$ cat config.mk
export PLATFORM = sky130hd
export DESIGN_NAME = dma_trace_probe_flat
export DESIGN_NICKNAME = d
export VERILOG_FILES = /design/src/rtl/dma_probe_pkg.sv /design/src/rtl/dma_trace_probe_if.sv /design/src/rtl/dma_probe_seq.sv /design/src/rtl/dma_trace_probe.sv /design/src/flat_wrapper.sv
export SDC_FILE = /design/constraint.sdc
export NUM_CORES = 1
export LEC_CHECK = 0
export ABC_AREA = 1
export CAP_MARGIN = 20
export CORE_ASPECT_RATIO = 0.6
export CORE_MARGIN = 2
export CORE_UTILIZATION = 45
export DETAILED_ROUTE_END_ITERATION = 16
export HOLD_SLACK_MARGIN = 0.05
export PLACE_DENSITY = 0.71
export SLEW_MARGIN = 10
export SYNTH_ARGS = -nofsm -noshare
export SYNTH_HDL_FRONTEND = slang
export SYNTH_SLANG_ARGS = --single-unit
export TNS_END_PERCENT = 10
$ cat constraint.sdc
create_clock -name mclk -period 2.4 [get_ports mclk]
set_clock_uncertainty 0.05 [all_clocks]
set_input_delay 0.48 -clock mclk [delete_from_list [all_inputs] [get_ports mclk]]
set_output_delay 0.48 -clock mclk [all_outputs]
set_load 0.03 [all_outputs]
$ cat src/rtl/dma_probe_pkg.sv
// dma_trace_probe shared definitions
// register map, control bits, sequencer states
package dma_probe_pkg;

    localparam logic [15:0] OFF_ADDR   = 16'h0;
    localparam logic [15:0] OFF_DELAY  = 16'h2;
    localparam logic [15:0] OFF_CTRL   = 16'h4;
    localparam logic [15:0] OFF_STATUS = 16'h6;
    localparam logic [15:0] OFF_WDATA  = 16'h8;
    localparam logic [15:0] OFF_TRACE0 = 16'hA;
    localparam logic [15:0] OFF_TRACE1 = 16'hC;
    localparam logic [15:0] OFF_TRACE2 = 16'hE;

    localparam int NSAMP_WD   = 6;
    localparam int CTRL_WR    = 8;
    localparam int CTRL_INC   = 9;
    localparam int CTRL_IE    = 10;
    localparam int CTRL_ABORT = 14;
    localparam int CTRL_START = 15;

    localparam int STAT_BUSY = 0;
    localparam int STAT_DONE = 1;

    typedef enum logic [1:0] {
        ST_IDLE  = 2'd0,
        ST_WAIT  = 2'd1,
        ST_BURST = 2'd2
    } state_e;

    function automatic bit trace_wd_ok(int wd);
        return (wd == 16) || (wd == 32) || (wd == 48);
    endfunction

endpackage

$ cat src/rtl/dma_trace_probe_if.sv
// dma_trace_probe bus bundle
// peripheral slave port plus dma master port
interface dma_trace_probe_if;

    logic [13:0] per_addr;
    logic [15:0] per_din;
    logic        per_en;
    logic [1:0]  per_we;
    logic [15:0] per_dout;
    logic [14:0] dma_addr;
    logic [15:0] dma_dout;
    logic        dma_en;
    logic [1:0]  dma_we;
    logic        dma_ready;
    logic        irq;

    modport slave (
        input  per_addr, per_din, per_en, per_we, dma_ready,
        output per_dout, dma_addr, dma_dout, dma_en, dma_we, irq
    );

    modport master (
        output per_addr, per_din, per_en, per_we, dma_ready,
        input  per_dout, dma_addr, dma_dout, dma_en, dma_we, irq
    );

endinterface

$ cat src/rtl/dma_probe_seq.sv
// dma_trace_probe sequencer
// start delay, burst counting, sample index
module dma_probe_seq
    import dma_probe_pkg::*;
#(
    parameter int TRACE_WD = 32
) (
    input  logic        clk,
    input  logic        rst_n,
    input  logic        start,
    input  logic        abort,
    input  logic [15:0] delay,
    input  logic [5:0]  nsamp,
    output logic        dma_en,
    output logic        busy,
    output logic        done,
    output logic [5:0]  scnt,
    output logic [5:0]  idx
);

    localparam logic [1:0] S_IDLE  = ST_IDLE;
    localparam logic [1:0] S_WAIT  = ST_WAIT;
    localparam logic [1:0] S_BURST = ST_BURST;
    localparam logic [5:0] NMAX    = 6'(TRACE_WD);

    logic [1:0]  state_q, state_d;
    logic [15:0] dcnt_q, dcnt_d;
    logic [5:0]  scnt_q, scnt_d;
    logic [5:0]  idx_q, idx_d;
    logic [5:0]  nsamp_c;

    assign nsamp_c = (nsamp > NMAX) ? NMAX : nsamp;

    // next state: abort beats start, start restarts from any state
    always_comb begin
        state_d = state_q;
        dcnt_d  = dcnt_q;
        scnt_d  = scnt_q;
        idx_d   = idx_q;
        done    = 1'b0;
        if (abort) begin
            state_d = S_IDLE;
            scnt_d  = '0;
        end else if (start) begin
            state_d = S_WAIT;
            dcnt_d  = delay;
            scnt_d  = '0;
            idx_d   = '0;
        end else begin
            case (state_q)
                S_WAIT: begin
                    if (dcnt_q == 16'd0) begin
                        if (nsamp_c == 6'd0) begin
                            state_d = S_IDLE;
                            done    = 1'b1;
                        end else begin
                            state_d = S_BURST;
                            scnt_d  = nsamp_c;
                        end
                    end else begin
                        dcnt_d = dcnt_q - 16'd1;
                    end
                end
                S_BURST: begin
                    idx_d  = idx_q + 6'd1;
                    scnt_d = scnt_q - 6'd1;
                    if (scnt_q == 6'd1) begin
                        state_d = S_IDLE;
                        done    = 1'b1;
                    end
                end
                S_IDLE:  state_d = S_IDLE;
                default: state_d = S_IDLE;
            endcase
        end
    end

    // sequencer state registers
    always_ff @(posedge clk or negedge rst_n) begin
        if (!rst_n) begin
            state_q <= S_IDLE;
            dcnt_q  <= '0;
            scnt_q  <= '0;
            idx_q   <= '0;
        end else begin
            state_q <= state_d;
            dcnt_q  <= dcnt_d;
            scnt_q  <= scnt_d;
            idx_q   <= idx_d;
        end
    end

    assign dma_en = (state_q == S_BURST);
    assign busy   = (state_q != S_IDLE);
    assign scnt   = scnt_q;
    assign idx    = idx_q;

endmodule

$ cat src/rtl/dma_trace_probe.sv
// dma_trace_probe top
// register file, trace shifter, read mux, dma drive
module dma_trace_probe
    import dma_probe_pkg::*;
#(
    parameter logic [14:0] BASE_ADDR = 15'h0070,
    parameter int          DEC_WD    = 4,
    parameter int          TRACE_WD  = 32
) (
    input  logic              mclk,
    input  logic              puc_rst_n,
    dma_trace_probe_if.slave  bus
);

    if (!trace_wd_ok(TRACE_WD)) begin : g_bad_trace_wd
        $error("dma_trace_probe: TRACE_WD must be 16, 32 or 48");
    end

    logic        sel, wr_en, rd_en;
    logic [15:0] off;
    logic        wr_ctrl, start, abort, start_go;
    logic [14:0] addr_q, addr_d;
    logic [15:0] delay_q, delay_d;
    logic [5:0]  nsamp_q, nsamp_d;
    logic        wr_q, wr_d;
    logic        inc_q, inc_d;
    logic        ie_q, ie_d;
    logic [15:0] wdata_q, wdata_d;
    logic        done_q, done_d;
    logic [TRACE_WD-1:0] trace_q, trace_d;
    logic [47:0] trace_ext;
    logic [15:0] rdata;
    logic        seq_en, seq_busy, seq_done;
    logic [5:0]  seq_scnt, seq_idx;

    assign sel = bus.per_en &&
                 (bus.per_addr[13:DEC_WD-1] == BASE_ADDR[14:DEC_WD]);
    assign off      = 16'({bus.per_addr[DEC_WD-2:0], 1'b0});
    assign wr_en    = sel && (bus.per_we != 2'b00);
    assign rd_en    = sel && (bus.per_we == 2'b00);
    assign wr_ctrl  = wr_en && (off == OFF_CTRL);
    assign start    = wr_ctrl && bus.per_din[CTRL_START];
    assign abort    = wr_ctrl && bus.per_din[CTRL_ABORT];
    assign start_go = start && !abort;

    dma_probe_seq #(
        .TRACE_WD (TRACE_WD)
    ) u_seq (
        .clk    (mclk),
        .rst_n  (puc_rst_n),
        .start  (start),
        .abort  (abort),
        .delay  (delay_q),
        .nsamp  (nsamp_q),
        .dma_en (seq_en),
        .busy   (seq_busy),
        .done   (seq_done),
        .scnt   (seq_scnt),
        .idx    (seq_idx)
    );

    // register writes, sticky done, trace capture
    always_comb begin
        addr_d  = addr_q;
        delay_d = delay_q;
        nsamp_d = nsamp_q;
        wr_d    = wr_q;
        inc_d   = inc_q;
        ie_d    = ie_q;
        wdata_d = wdata_q;
        done_d  = done_q;
        trace_d = trace_q;
        if (wr_en && off == OFF_ADDR)  addr_d  = bus.per_din[15:1];
        if (wr_en && off == OFF_DELAY) delay_d = bus.per_din;
        if (wr_en && off == OFF_WDATA) wdata_d = bus.per_din;
        if (wr_ctrl) begin
            nsamp_d = bus.per_din[NSAMP_WD-1:0];
            wr_d    = bus.per_din[CTRL_WR];
            inc_d   = bus.per_din[CTRL_INC];
            ie_d    = bus.per_din[CTRL_IE];
        end
        if (seq_done)
            done_d = 1'b1;
        else if (start_go)
            done_d = 1'b0;
        else if (wr_en && off == OFF_STATUS && bus.per_din[STAT_DONE])
            done_d = 1'b0;
        if (start_go)
            trace_d = '0;
        else if (seq_en)
            trace_d = {trace_q[TRACE_WD-2:0], ~bus.dma_ready};
    end

    // register file flops
    always_ff @(posedge mclk or negedge puc_rst_n) begin
        if (!puc_rst_n) begin
            addr_q  <= '0;
            delay_q <= '0;
            nsamp_q <= '0;
            wr_q    <= 1'b0;
            inc_q   <= 1'b0;
            ie_q    <= 1'b0;
            wdata_q <= '0;
            done_q  <= 1'b0;
            trace_q <= '0;
        end else begin
            addr_q  <= addr_d;
            delay_q <= delay_d;
            nsamp_q <= nsamp_d;
            wr_q    <= wr_d;
            inc_q   <= inc_d;
            ie_q    <= ie_d;
            wdata_q <= wdata_d;
            done_q  <= done_d;
            trace_q <= trace_d;
        end
    end

    assign trace_ext = 48'(trace_q);

    // zero-wait read mux
    always_comb begin
        rdata = '0;
        if (rd_en) begin
            unique case (1'b1)
                off == OFF_ADDR:   rdata = {addr_q, 1'b0};
                off == OFF_DELAY:  rdata = delay_q;
                off == OFF_CTRL:   rdata = {5'b0, ie_q, inc_q, wr_q,
                                            2'b0, nsamp_q};
                off == OFF_STATUS: rdata = {2'b0, seq_scnt, 6'b0,
                                            done_q, seq_busy};
                off == OFF_WDATA:  rdata = wdata_q;
                off == OFF_TRACE0: rdata = trace_ext[15:0];
                off == OFF_TRACE1: rdata = trace_ext[31:16];
                off == OFF_TRACE2: rdata = trace_ext[47:32];
                default:           rdata = '0;
            endcase
        end
    end

    assign bus.per_dout = rdata;
    assign bus.dma_en   = seq_en;
    assign bus.dma_addr = seq_en ?
                          addr_q + (inc_q ? 15'(seq_idx) : 15'd0) : 15'd0;
    assign bus.dma_we   = (seq_en && wr_q) ? 2'b11 : 2'b00;
    assign bus.dma_dout = (seq_en && wr_q) ? wdata_q : 16'h0000;
    assign bus.irq      = done_q & ie_q;

endmodule

$ cat src/flat_wrapper.sv
// flat-port wrapper written by rule: the top's interface ports become plain ports
module dma_trace_probe_flat import dma_probe_pkg::*;
#(
    parameter logic [14:0] BASE_ADDR = 15'h0070,
    parameter int          DEC_WD    = 4,
    parameter int          TRACE_WD  = 32
)
  (mclk, puc_rst_n, bus_per_addr, bus_per_din, bus_per_en, bus_per_we, bus_dma_ready, bus_per_dout, bus_dma_addr, bus_dma_dout, bus_dma_en, bus_dma_we, bus_irq);
  dma_trace_probe_if bus_i ();
  input  logic mclk;
  input  logic puc_rst_n;
  input wire logic [$bits(bus_i.per_addr)-1:0] bus_per_addr;
  input wire logic [$bits(bus_i.per_din)-1:0] bus_per_din;
  input wire logic [$bits(bus_i.per_en)-1:0] bus_per_en;
  input wire logic [$bits(bus_i.per_we)-1:0] bus_per_we;
  input wire logic [$bits(bus_i.dma_ready)-1:0] bus_dma_ready;
  output wire logic [$bits(bus_i.per_dout)-1:0] bus_per_dout;
  output wire logic [$bits(bus_i.dma_addr)-1:0] bus_dma_addr;
  output wire logic [$bits(bus_i.dma_dout)-1:0] bus_dma_dout;
  output wire logic [$bits(bus_i.dma_en)-1:0] bus_dma_en;
  output wire logic [$bits(bus_i.dma_we)-1:0] bus_dma_we;
  output wire logic [$bits(bus_i.irq)-1:0] bus_irq;
  assign bus_i.per_addr = bus_per_addr;
  assign bus_i.per_din = bus_per_din;
  assign bus_i.per_en = bus_per_en;
  assign bus_i.per_we = bus_per_we;
  assign bus_i.dma_ready = bus_dma_ready;
  assign bus_per_dout = bus_i.per_dout;
  assign bus_dma_addr = bus_i.dma_addr;
  assign bus_dma_dout = bus_i.dma_dout;
  assign bus_dma_en = bus_i.dma_en;
  assign bus_dma_we = bus_i.dma_we;
  assign bus_irq = bus_i.irq;
  dma_trace_probe #(.BASE_ADDR(BASE_ADDR), .DEC_WD(DEC_WD), .TRACE_WD(TRACE_WD)) u_core (.mclk(mclk), .puc_rst_n(puc_rst_n), .bus(bus_i));
endmodule
==> summary.md <==
The flow ran to the end, but the final reports show violations. The checks that failed: negative setup slack. The layout overhead on the synthesized area is 36.6%. The logs give 7034 for the number of global-route vias before repair and 15600 um2 for the placeable core area. The number of enable flip-flop cells after synthesis is 0. The total routing usage reported by global routing is 0.292, and the number of warning messages in the yosys log is 0. The mean instance size in the synthesized netlist works out to 7.15 um2. At the end of routability-driven placement, the weighted congestion stood at 0.995. Top cell type by total area after synthesis: sky130_fd_sc_hd__dfrtp_1. The clock drives 119 sinks.

The number of vias per cell was 5.50; the violation count after the first detailed-routing iteration was 975. The fraction of final layout cells with drive strength greater than 1 works out to 0.241. The kind of start point of the critical path is a flop. The logs give 0 for the initial antenna violation count and 1233 for the net total in the final layout. STA classifies the critical path endpoint as a primary output.

The run gives 7687 as the total vias in the final route. The detail route stage leaves a number of antenna-violating nets equal to 0. The final hold slack is 438 ps. The tools report the final cell count without fillers as 1397.

The tools report the total routed wirelength as 24800 um. The final hold violation count is 0. The initial cell density of the core is 0.468.

The floorplan has 35 rows. The logs give 5 for the length of the first detailed-routing pass in iterations and 0 for the total grt overflow. For the count of pins over their slew limit, the log shows 0. The overall power consumption is 4.99 mW. In the post-synthesis netlist, the biggest area contributors are sky130_fd_sc_hd__dfrtp_1 (41%), sky130_fd_sc_hd__nand2_1 (12%), sky130_fd_sc_hd__nor2_1 (7.5%), sky130_fd_sc_hd__inv_1 (7.4%), sky130_fd_sc_hd__o21ai_0 (4.9%). The number of setup violations in the final report is 19, and the share of the synthesized area in the top cell type is 0.408.

In this run the worst path has a maximum fanout of 7. Dividing the detail-routed wire length by the instance count gives 17.8 um. Counting the fill cells in the layout gives 1314. The root buffer cell chosen for the clock tree is sky130_fd_sc_hd__clkbuf_16.

The placed instances occupy a cell area of 8940 um2. The leakage power summed over all cells came out at 4.88 nW. Entering global routing, the biggest net connects 65 pins. Worst setup path category: reg2out. The maximum root-to-sink buffer count was 2; the data arrival time of the worst path was 2390 ps. In this run the cell area of the synthesized design comes to 7300 um2.

The first global-routing pass estimated 38200 um of wire. The classification of the worst-slack hold path was reg2reg. The final instance area is 9960 um2. The routed design could run at a clock period as short as 2920 ps.

In this run the count of I/O pins placed on the die edge is 87. The number of CTS-inserted buffers was 17. Worst hold path cell count: 2.

By count the netlist is led by sky130_fd_sc_hd__nand2_1 (235), sky130_fd_sc_hd__nor2_1 (146), sky130_fd_sc_hd__inv_1 (144). For this run, design rule violations remaining after detail routing come to 0. The ratio of final minimum period to clock period was 1.22.

In this run, distinct cell masters in the synthesized netlist total 46. From left edge to right edge, the die measures 168 um. For the insertion delay to the later sink of the worst-skew pair, the log shows 420 ps. Setup repair after global routing could not meet its margin everywhere. The count of cells along the worst register-to-register path is 10, and the floorplan die height is 103 um.

The synthesized design contains 119 register bits. STA puts the critical path data required time at 1870 ps. The transition time at the pin with the least slew margin was 596 ps; the post-layout worst setup margin was -522 ps. The count of port buffers added during placement was 86; the number of diodes added for antenna fixing was 0. The most used flip-flop cell after synthesis is sky130_fd_sc_hd__dfrtp_1.

Synthesis produced 1020 cells. CTS built an H-tree with a depth of 4. The fraction of synthesis flops using an asynchronous set or reset pin is 1.00, and the number of nets in the synthesized netlist is 1071. The worst IR drop on VDD was 0.000431 V; the placed cell count was 1363. TritonCTS built the clock tree. Summed over all nets, the half-perimeter wirelength after detailed placement is 18000 um. The sequential element share of the synthesized area was 0.408; the normalized max-slew margin was 0.603. The floorplan step defined a die boundary enclosing 17300 um2.

Total of max-cap violations: 0. The cell with the most instances after synthesis is sky130_fd_sc_hd__nand2_1. Power spread over the standard cell area amounts to 500 nW/um2. Highest attainable clock frequency: 342 MHz. The clock edge transition at the registers on the reported setup and hold paths came out at 60 ps.
metrics by stage:
step | utilization | worst slack, ps | setup TNS (ps)
global route | 0.639 | -569 | -6350
finish | 0.639 | -522 | -5100
floorplan | - | -74.0 | -572
CTS | 0.625 | -505 | -5120
detailed placement | 0.573 | -385 | -9200
global placement | 0.573 | -336 | -8230
cell type report:
cell class	instances	area (um2)	area share
sequential	119	2980	0.299
timing repair buffer	185	1680	0.168
inverter	154	591	0.0593
clock inverter	14	175	0.0176
multi-input combinational	705	3860	0.388
clock buffer	17	425	0.0427
tap	203	254	0.0255
report_power, final:
group	internal (mW)	switching (mW)	total (mW)
Clock	1.63	1.01	2.65
Sequential	2.02	0.00790	2.02
Combinational	0.128	0.186	0.314
Total	3.78	1.21	4.99
state kept, by name (all words and copies together), names as in the netlist:
signal                cells
u_core.trace_q           32
u_core.delay_q           16
u_core.u_seq.dcnt_q      16
u_core.wdata_q           16
u_core.addr_q            15
u_core.nsamp_q            6
u_core.u_seq.idx          6
u_core.u_seq.scnt         6
u_core.u_seq.state_q      2
u_core.done_q             1
u_core.ie_q               1
u_core.inc_q              1
u_core.wr_q               1
layer usage:
metal | GRT usage | up-vias | part of all wire
met2 | 0.413 | 413 | 0.41
met1 | 0.435 | 3620 | 0.47
met5 | 0 | - | 0
li1 | - | 3605 | -
met3 | 0.0772 | 49 | 0.10
met4 | 0.0922 | 0 | 0.022
critical path: stages, from the launching register on:
cell and delay [ps]:
sky130_fd_sc_hd__dfrtp_2 460, sky130_fd_sc_hd__nand2_1 110, sky130_fd_sc_hd__inv_1 70, sky130_fd_sc_hd__ha_4 290, sky130_fd_sc_hd__nand2_1 60, sky130_fd_sc_hd__inv_2 70
sky130_fd_sc_hd__nand4_1 200, sky130_fd_sc_hd__nand2_2 180, sky130_fd_sc_hd__nand2_2 90, sky130_fd_sc_hd__nor2_2 120, sky130_fd_sc_hd__nor2_1 60, sky130_fd_sc_hd__nor2_2 110
sky130_fd_sc_hd__buf_6 150
repair_timing:
item / in CTS / in global routing
pin swaps: 15 / 17
hold endpoints to repair: 35 / 0
buffers inserted: 1 / 1
gates resized for setup: 67 / 58
hold buffers: 1 / 0
setup endpoints to repair: 37 / 44
cells by family after synthesis:
family | after synthesis | synth area share
xor+xnor | 13 | 0.0156
buf+inv | 196 | 0.112
simple gates | 493 | 0.296
fa+ha+maj | 15 | 0.0268
flops | 119 | 0.408
compound gates | 184 | 0.142
final timing paths:
| kind | start | endpoint | slack [ps] |
|---|---|---|---|
| worst max register to register | u_core.u_seq.state_q[0] | u_core.u_seq.scnt[0] | 430 |
| min in group asynchronous | puc_rst_n | u_core.u_seq.dcnt_q[15] | 540 |
| worst min-delay path | u_core.nsamp_q[3] | u_core.nsamp_q[3] | 440 |
| max in group asynchronous | puc_rst_n | u_core.wdata_q[9] | 1040 |
| worst min register to register | u_core.nsamp_q[3] | u_core.nsamp_q[3] | 440 |
| worst max-delay path | u_core.inc_q | bus_dma_addr[8] | -520 |
layout by cell type (no fill, tap or decap), drive strengths merged, types with 7 or more instances in the layout:
cell / n
inv: 157
nor2: 152
clkdlybuf4s50: 20
nand3: 63
buf: 149
nand2: 238
ha: 14
o22ai: 28
o21ai: 80
nand4: 23
dlygate4sd2: 7
dfrtp: 119
a21oi: 58
clkbuf: 19
nor3: 11
xnor2: 8
No activity file was read; power rests on OpenSTA's default activity.
